File: config.mk
export PLATFORM = sky130hd
export DESIGN_NAME = addsub_bist_flat
export DESIGN_NICKNAME = d
export VERILOG_FILES = /design/src/rtl/addsub_bist_pkg.sv /design/src/rtl/addsub_bist_if.sv /design/src/rtl/addsub_ref_model.sv /design/src/rtl/addsub_bist.sv /design/src/flat_wrapper.sv
export SDC_FILE = /design/constraint.sdc
export NUM_CORES = 1
export LEC_CHECK = 0
export BUFFER_PORTS_ARGS = -buffer_cell sky130_fd_sc_hd__buf_2
export CAP_MARGIN = 10
export CORE_MARGIN = 2
export CORE_UTILIZATION = 45
export CTS_CLUSTER_SIZE = 28
export DETAILED_ROUTE_END_ITERATION = 8
export GPL_TIMING_DRIVEN = 0
export PLACE_DENSITY_LB_ADDON = 0.1
export SLEW_MARGIN = 10
export SYNTH_ARGS = -nofsm -noshare
export SYNTH_HDL_FRONTEND = slang
export SYNTH_SLANG_ARGS = --single-unit
File: constraint.sdc
create_clock -name clk -period 3.2 [get_ports clk]
set_clock_uncertainty 0.2 [all_clocks]
set_input_delay 0.96 -clock clk [delete_from_list [all_inputs] [get_ports clk]]
set_output_delay 0.96 -clock clk [all_outputs]
set_load 0.005 [all_outputs]
File: src/rtl/addsub_bist_pkg.sv
// Shared types and constants for the add/sub self-test sequencer.
// Optional subtract sweep is enabled with the ADDSUB_BIST_SUB_EN macro.
package addsub_bist_pkg;

    typedef enum logic [2:0] {
        ST_IDLE,
        ST_DRIVE,
        ST_SETTLE,
        ST_CHECK,
        ST_DONE
    } state_t;

    localparam logic MODE_ADD = 1'b0;
    localparam logic MODE_SUB = 1'b1;

    localparam int DEF_WIDTH         = 4;
    localparam int DEF_SETTLE_CYCLES = 3;
    localparam int DEF_ERRCNT_W      = 9;

endpackage

File: src/rtl/addsub_bist_if.sv
// Bus between the self-test sequencer (master) and the add/sub datapath (slave).
interface addsub_bist_if #(
    parameter int WIDTH = 4
) ();
    logic [WIDTH-1:0] dut_a;
    logic [WIDTH-1:0] dut_b;
    logic             dut_addsub;
    logic [WIDTH-1:0] dut_s;
    logic             dut_overflow;

    modport master (
        output dut_a,
        output dut_b,
        output dut_addsub,
        input  dut_s,
        input  dut_overflow
    );

    modport slave (
        input  dut_a,
        input  dut_b,
        input  dut_addsub,
        output dut_s,
        output dut_overflow
    );
endinterface

File: src/rtl/addsub_ref_model.sv
// Combinational golden model of a WIDTH-bit two's complement add/sub with overflow.
module addsub_ref_model
    import addsub_bist_pkg::*;
#(
    parameter int WIDTH = DEF_WIDTH
) (
    input  logic [WIDTH-1:0] a,
    input  logic [WIDTH-1:0] b,
    input  logic             mode,
    output logic [WIDTH-1:0] exp_s,
    output logic             exp_ov
);
    logic [WIDTH:0] a_x;
    logic [WIDTH:0] b_x;
    logic [WIDTH:0] r;

    assign a_x = {a[WIDTH-1], a};
    assign b_x = {b[WIDTH-1], b};
    assign r   = (mode == MODE_SUB) ? (a_x - b_x) : (a_x + b_x);

    assign exp_s  = r[WIDTH-1:0];
    // The extra result bit disagrees with the sum's sign bit exactly on overflow.
    assign exp_ov = r[WIDTH] ^ r[WIDTH-1];
endmodule

File: src/rtl/addsub_bist.sv
// Exhaustive self-test sequencer for the signed add/sub datapath.
// Define ADDSUB_BIST_SUB_EN to sweep subtraction after addition.
module addsub_bist
    import addsub_bist_pkg::*;
#(
    parameter int WIDTH         = DEF_WIDTH,
    parameter int SETTLE_CYCLES = DEF_SETTLE_CYCLES,
    parameter int ERRCNT_W      = DEF_ERRCNT_W
) (
    input  logic                clk,
    input  logic                rst,
    input  logic                start,
    output logic                busy,
    output logic                done,
    output logic                pass,
    output logic [ERRCNT_W-1:0] err_count,
    output logic                first_err_valid,
    output logic [WIDTH-1:0]    first_err_a,
    output logic [WIDTH-1:0]    first_err_b,
    output logic                first_err_mode,
    addsub_bist_if.master       dp
);
    localparam logic [WIDTH-1:0]    OP_MIN  = {1'b1, {(WIDTH-1){1'b0}}};
    localparam logic [WIDTH-1:0]    OP_MAX  = {1'b0, {(WIDTH-1){1'b1}}};
    localparam logic [ERRCNT_W-1:0] ERR_MAX = {ERRCNT_W{1'b1}};
    localparam logic [3:0]          SETTLE_LOAD = 4'(SETTLE_CYCLES - 1);

    state_t              state_q;
    logic [WIDTH-1:0]    a_q, b_q;
    logic                mode_q;
    logic [3:0]          settle_q;
    logic                busy_q, done_q, pass_q;
    logic [ERRCNT_W-1:0] err_q, err_d;
    logic                fev_q;
    logic [WIDTH-1:0]    fea_q, feb_q;
    logic                fem_q;

    logic [WIDTH-1:0]    exp_s;
    logic                exp_ov;
    logic                mismatch;
    logic                a_last, b_last, last_vec;

    addsub_ref_model #(.WIDTH(WIDTH)) u_model (
        .a      (a_q),
        .b      (b_q),
        .mode   (mode_q),
        .exp_s  (exp_s),
        .exp_ov (exp_ov)
    );

    assign mismatch = (dp.dut_s != exp_s) || (dp.dut_overflow != exp_ov);
    assign a_last   = (a_q == OP_MAX);
    assign b_last   = (b_q == OP_MAX);

    always_comb begin
        err_d = err_q;
        if (mismatch && (err_q != ERR_MAX)) begin
            err_d = err_q + 1'b1;
        end
    end

`ifdef ADDSUB_BIST_SUB_EN
    assign last_vec = a_last && b_last && (mode_q == MODE_SUB);

    always_ff @(posedge clk or posedge rst) begin
        if (rst) begin
            mode_q <= MODE_ADD;
        end else if ((state_q == ST_IDLE) && start) begin
            mode_q <= MODE_ADD;
        end else if ((state_q == ST_CHECK) && a_last && b_last) begin
            mode_q <= ~mode_q;
        end
    end
`else
    assign last_vec = a_last && b_last;
    assign mode_q   = MODE_ADD;
`endif

    always_ff @(posedge clk or posedge rst) begin
        if (rst) begin
            state_q  <= ST_IDLE;
            a_q      <= '0;
            b_q      <= '0;
            settle_q <= '0;
            busy_q   <= 1'b0;
            done_q   <= 1'b0;
            pass_q   <= 1'b0;
            err_q    <= '0;
            fev_q    <= 1'b0;
            fea_q    <= '0;
            feb_q    <= '0;
            fem_q    <= 1'b0;
        end else begin
            case (state_q)
                ST_IDLE: begin
                    if (start) begin
                        err_q   <= '0;
                        pass_q  <= 1'b0;
                        fev_q   <= 1'b0;
                        fea_q   <= '0;
                        feb_q   <= '0;
                        fem_q   <= 1'b0;
                        a_q     <= OP_MIN;
                        b_q     <= OP_MIN;
                        busy_q  <= 1'b1;
                        state_q <= ST_DRIVE;
                    end
                end
                ST_DRIVE: begin
                    settle_q <= SETTLE_LOAD;
                    state_q  <= ST_SETTLE;
                end
                ST_SETTLE: begin
                    if (settle_q == 4'd0) begin
                        state_q <= ST_CHECK;
                    end else begin
                        settle_q <= settle_q - 1'b1;
                    end
                end
                ST_CHECK: begin
                    err_q <= err_d;
                    if (mismatch && !fev_q) begin
                        fev_q <= 1'b1;
                        fea_q <= a_q;
                        feb_q <= b_q;
                        fem_q <= mode_q;
                    end
                    // b is the inner loop; a steps only when b wraps.
                    b_q <= b_last ? OP_MIN : b_q + 1'b1;
                    if (b_last) begin
                        a_q <= a_last ? OP_MIN : a_q + 1'b1;
                    end
                    if (last_vec) begin
                        busy_q  <= 1'b0;
                        done_q  <= 1'b1;
                        pass_q  <= (err_d == '0);
                        state_q <= ST_DONE;
                    end else begin
                        state_q <= ST_DRIVE;
                    end
                end
                ST_DONE: begin
                    done_q  <= 1'b0;
                    state_q <= ST_IDLE;
                end
                default: state_q <= ST_IDLE;
            endcase
        end
    end

    assign dp.dut_a      = a_q;
    assign dp.dut_b      = b_q;
    assign dp.dut_addsub = mode_q;

    assign busy            = busy_q;
    assign done            = done_q;
    assign pass            = pass_q;
    assign err_count       = err_q;
    assign first_err_valid = fev_q;
    assign first_err_a     = fea_q;
    assign first_err_b     = feb_q;
    assign first_err_mode  = fem_q;
endmodule

File: src/flat_wrapper.sv
// flat-port wrapper written by rule: the top's interface ports become plain ports
module addsub_bist_flat import addsub_bist_pkg::*;
#(
    parameter int WIDTH         = DEF_WIDTH,
    parameter int SETTLE_CYCLES = DEF_SETTLE_CYCLES,
    parameter int ERRCNT_W      = DEF_ERRCNT_W
)
  (clk, rst, start, busy, done, pass, err_count, first_err_valid, first_err_a, first_err_b, first_err_mode, dp_dut_a, dp_dut_b, dp_dut_addsub, dp_dut_s, dp_dut_overflow);
  addsub_bist_if #(.WIDTH(WIDTH)) dp_i ();
  input  logic clk;
  input  logic rst;
  input  logic start;
  output logic busy;
  output logic done;
  output logic pass;
  output logic [ERRCNT_W-1:0] err_count;
  output logic first_err_valid;
  output logic [WIDTH-1:0] first_err_a;
  output logic [WIDTH-1:0] first_err_b;
  output logic first_err_mode;
  output wire logic [$bits(dp_i.dut_a)-1:0] dp_dut_a;
  output wire logic [$bits(dp_i.dut_b)-1:0] dp_dut_b;
  output wire logic [$bits(dp_i.dut_addsub)-1:0] dp_dut_addsub;
  input wire logic [$bits(dp_i.dut_s)-1:0] dp_dut_s;
  input wire logic [$bits(dp_i.dut_overflow)-1:0] dp_dut_overflow;
  assign dp_dut_a = dp_i.dut_a;
  assign dp_dut_b = dp_i.dut_b;
  assign dp_dut_addsub = dp_i.dut_addsub;
  assign dp_i.dut_s = dp_dut_s;
  assign dp_i.dut_overflow = dp_dut_overflow;
  addsub_bist #(.WIDTH(WIDTH), .SETTLE_CYCLES(SETTLE_CYCLES), .ERRCNT_W(ERRCNT_W)) u_core (.clk(clk), .rst(rst), .start(start), .busy(busy), .done(done), .pass(pass), .err_count(err_count), .first_err_valid(first_err_valid), .first_err_a(first_err_a), .first_err_b(first_err_b), .first_err_mode(first_err_mode), .dp(dp_i));
endmodule
==> reports/qor.txt <==
Register area share after synthesis -> 41.1%
Hold_buf cts -> 0
Distinct cells, synth -> 52
Skew-Pair Late Insertion Delay -> 0.29 ns
H-tree depth -> 2
PwrDens -> 851 mW/mm²
Synth area leader -> dfrtp_1
Asr flop ratio synth -> 100%
Peak VDD IR -> 406 µV
Clock transition at path regs -> 0.08 ns
Vias in the first global route -> 1712
Detailed-route via count -> 1809
GR Util All Layers -> 19.7%
Final Critical Period -> 2.82 ns
Layout cell share with drive strength beyond 1 -> 23.6%
Register area -> 901 µm²
RSZ-0062 raised after global routing -> no
CTS tree -> yes
Crit-path most repeated cell -> a21oi_2
FF+latch count, synth -> 36
Max-Cap Viols -> 0
Sum Neg Setup Slack -> 0 ns
Number of nets still failing antenna checks after routing -> 0
EDFF count, synth -> 0
Least-Margin Pin Slew -> 0.777 ns
Largest net degree at the start of global routing -> 37
Clock power share -> 25.3%
Routed vias/inst -> 5.29
Global-route wire length before repair -> 8190 µm
Switching Power -> 0.852 mW
Post_cts resized -> 0
Clock Path Buffers -> 2
CP Capture Type -> flip-flop
Yosys warns -> 0
Sw Share -> 38.2%
Slowest-stage cell, CP -> a21oi_2
Syn Inst Count -> 230
Post-synth top flop -> dfrtp_1
Crit Path Max Fanout -> 10
Fin. Hold Viols -> 0
Nets@finish -> 293
CP arrival -> 2.80 ns
Status -> finished clean
Core area -> 0.00472 mm²
Congestion Overflow GR -> 0
Initial antenna violation count -> 0
Worst Path Class, Setup -> reg2reg
Initial DRC Count -> 145
Routed Wire Length -> 4890 µm
Crit-path cells -> ha_1, fa_1, a21oi_1, a21oi_2, xnor2_2, a21oi_2, o21ai_2, mux2_2
Syn Area/Cell -> 9.53 µm²
CP max stage delay -> 0.47 ns
Diodes inserted -> 0
PortBufs -> 36
Max-slew violations -> 0
Synth top area share -> 41.1%
Leak -> 1.27 nW
CTS Buf Count -> 5
Worst R2R Setup Slack -> 0.38 ns
Root Driver -> clkbuf_8
Area of the multi-input gates -> 0.00119 mm²
Post-Syn Area -> 0.00219 mm²
Final WS setup -> 0.379 ns
Final HPWL DP -> 3510 µm
1st-pass router iterations -> 4
Hold/Removal Path Class -> reg2reg
Sequential Power Share -> 32.4%
DRC viols -> 0
Setup WS pre-CTS -> 0.260 ns
Total clock sinks -> 36
Fill cells -> 460
Setup Viol. Count Final -> 0
Max Clk Rate -> 0.354 GHz
Combinational fraction of design power -> 42.3%
Initial Util -> 46.4%
Main area contributors after synthesis -> dfrtp_1 (41%), ha_1 (5.7%), mux2i_1 (4.6%)
Post-CTS Setup Repair Bufs -> 0
Die Wd -> 73.8 µm
Slew HR -> 48.1%
CP startpoint kind -> flip-flop
CP required -> 3.18 ns
GP Congestion -> 0.796
Die Y -> 73.8 µm
Final period util -> 88.2%
Row count -> 25
Die footprint -> 0.00544 mm²
P&R area growth vs syn -> 19.5%
P_int -> 1.38 mW
Top-level I/O count -> 39
Drt wl/cell -> 14.3 µm
through the flow:
step	power, mW	util [%]	cells	hold WS [ns]	cell area, µm²
after floorplan	1.40	-	231	0.256	2190
after global placement	1.66	52.1	334	0.274	2460
after detailed placement	1.67	52.1	334	0.278	2460
after CTS	2.25	55.4	342	0.297	2620
after global routing	2.39	55.4	342	0.326	2620
final	2.23	55.4	342	0.288	2620
path summary, 6_finish.rpt:
path,startpoint,to,cells after the start
setup / recovery,u_core.dp.dut_a[0],u_core.err_count[0],8
hold / removal,u_core.busy,u_core.busy,2
setup reg to reg,u_core.dp.dut_a[0],u_core.err_count[0],8
hold reg to reg,u_core.busy,u_core.busy,2
max in group asynchronous,rst,u_core.done,2
min in group asynchronous,rst,u_core.err_count[4],2
layout make-up:
cell class	count	share of cell area (%)
clock buffer	5	2.63
sequential	36	34.4
inverter	13	1.86
tap	67	3.20
buffer	8	2.25
clock inverter	3	3.44
timing repair buffer	36	6.88
multi-input combinational	174	45.3
worst max-delay path, delay by kind of cell (launching register included):
kind | cells | cell delay, ns
XOR/XNOR | 1 | 0.19
flip-flops | 1 | 0.46
AO/OA/AOI/OAI | 4 | 0.88
multiplexers | 1 | 0.28
adder cells (fa/ha/maj) | 2 | 0.69
sequential cells by signal, indices dropped and copies added (netlist names):
name                    count
u_core.busy                 1
u_core.done                 1
u_core.dp.dut_a             4
u_core.dp.dut_b             4
u_core.err_count            9
u_core.first_err_a          4
u_core.first_err_b          4
u_core.first_err_valid      1
u_core.pass                 1
u_core.settle_q             4
u_core.state_q              3
placed cells by master (no fill, tap or decap), types with 2 or more instances in the layout:
cell / instances
buf_2: 38
dfrtp_1: 36
nand2_1: 26
nor2_1: 16
nand3_1: 14
mux2i_1: 10
inv_1: 10
a31oi_1: 10
ha_1: 10
a21oi_1: 8
nor3_1: 8
a21o_1: 6
o21ai_1: 6
xor2_1: 5
and3_1: 5
clkbuf_8: 5
xnor2_1: 4
o31ai_1: 4
o21ai_0: 4
a22o_1: 4
inv_2: 3
a21oi_2: 3
bufinv_16: 3
xnor2_2: 2
nand2b_1: 2
nor2b_1: 2
a31o_1: 2
buf_4: 2
conb_1: 2
logic make-up (layout without fill, tap and decap cells):
logic type                 after synthesis  in the layout  share of synthesized area [%]
adders and majority gates               11             11                           6.62
other                                    1              2                          0.171
muxes                                   11             11                           5.08
AOI/OAI and AO/OA                       55             55                           18.2
and+or+nand+nor                         84             84                           18.8
DFF                                     36             36                           41.1
xor gates and xnor gates                11             11                           5.08
buffers and inverters                   21             65                           4.91
cell usage after synthesis (all sizes together), types with 2 or more instances:
library cell	instances
dfrtp	36
nor2	17
a21oi	11
mux2i	10
and2	2
xnor2	6
a22o	4
nand2b	2
o21ai	11
a31oi	10
a21o	6
o31ai	4
a31o	2
buf	7
nor3	8
ha	10
nand3	14
nor2b	3
xor2	5
nand2	26
and3	5
inv	13
routing by layer:
layer	vias up	track usage (%)	part of all wire (%)
met1	846	28.0	50
met4	0	6.06	1.4
li1	910	-	-
met3	5	4.12	5.0
met5	-	0	0
met2	48	30.3	43
power groups by stage:
| stage | logic [mW] | registers [mW] | clock network [mW] |
|---|---|---|---|
| after CTS | 0.952 | 0.719 | 0.576 |
| after floorplan | 0.695 | 0.709 | 0 |
| final | 0.943 | 0.721 | 0.563 |
| after detailed placement | 0.943 | 0.728 | 0 |
| after global placement | 0.934 | 0.728 | 0 |
| after global routing | 1.06 | 0.743 | 0.593 |
(Power assumes the default switching activity.)
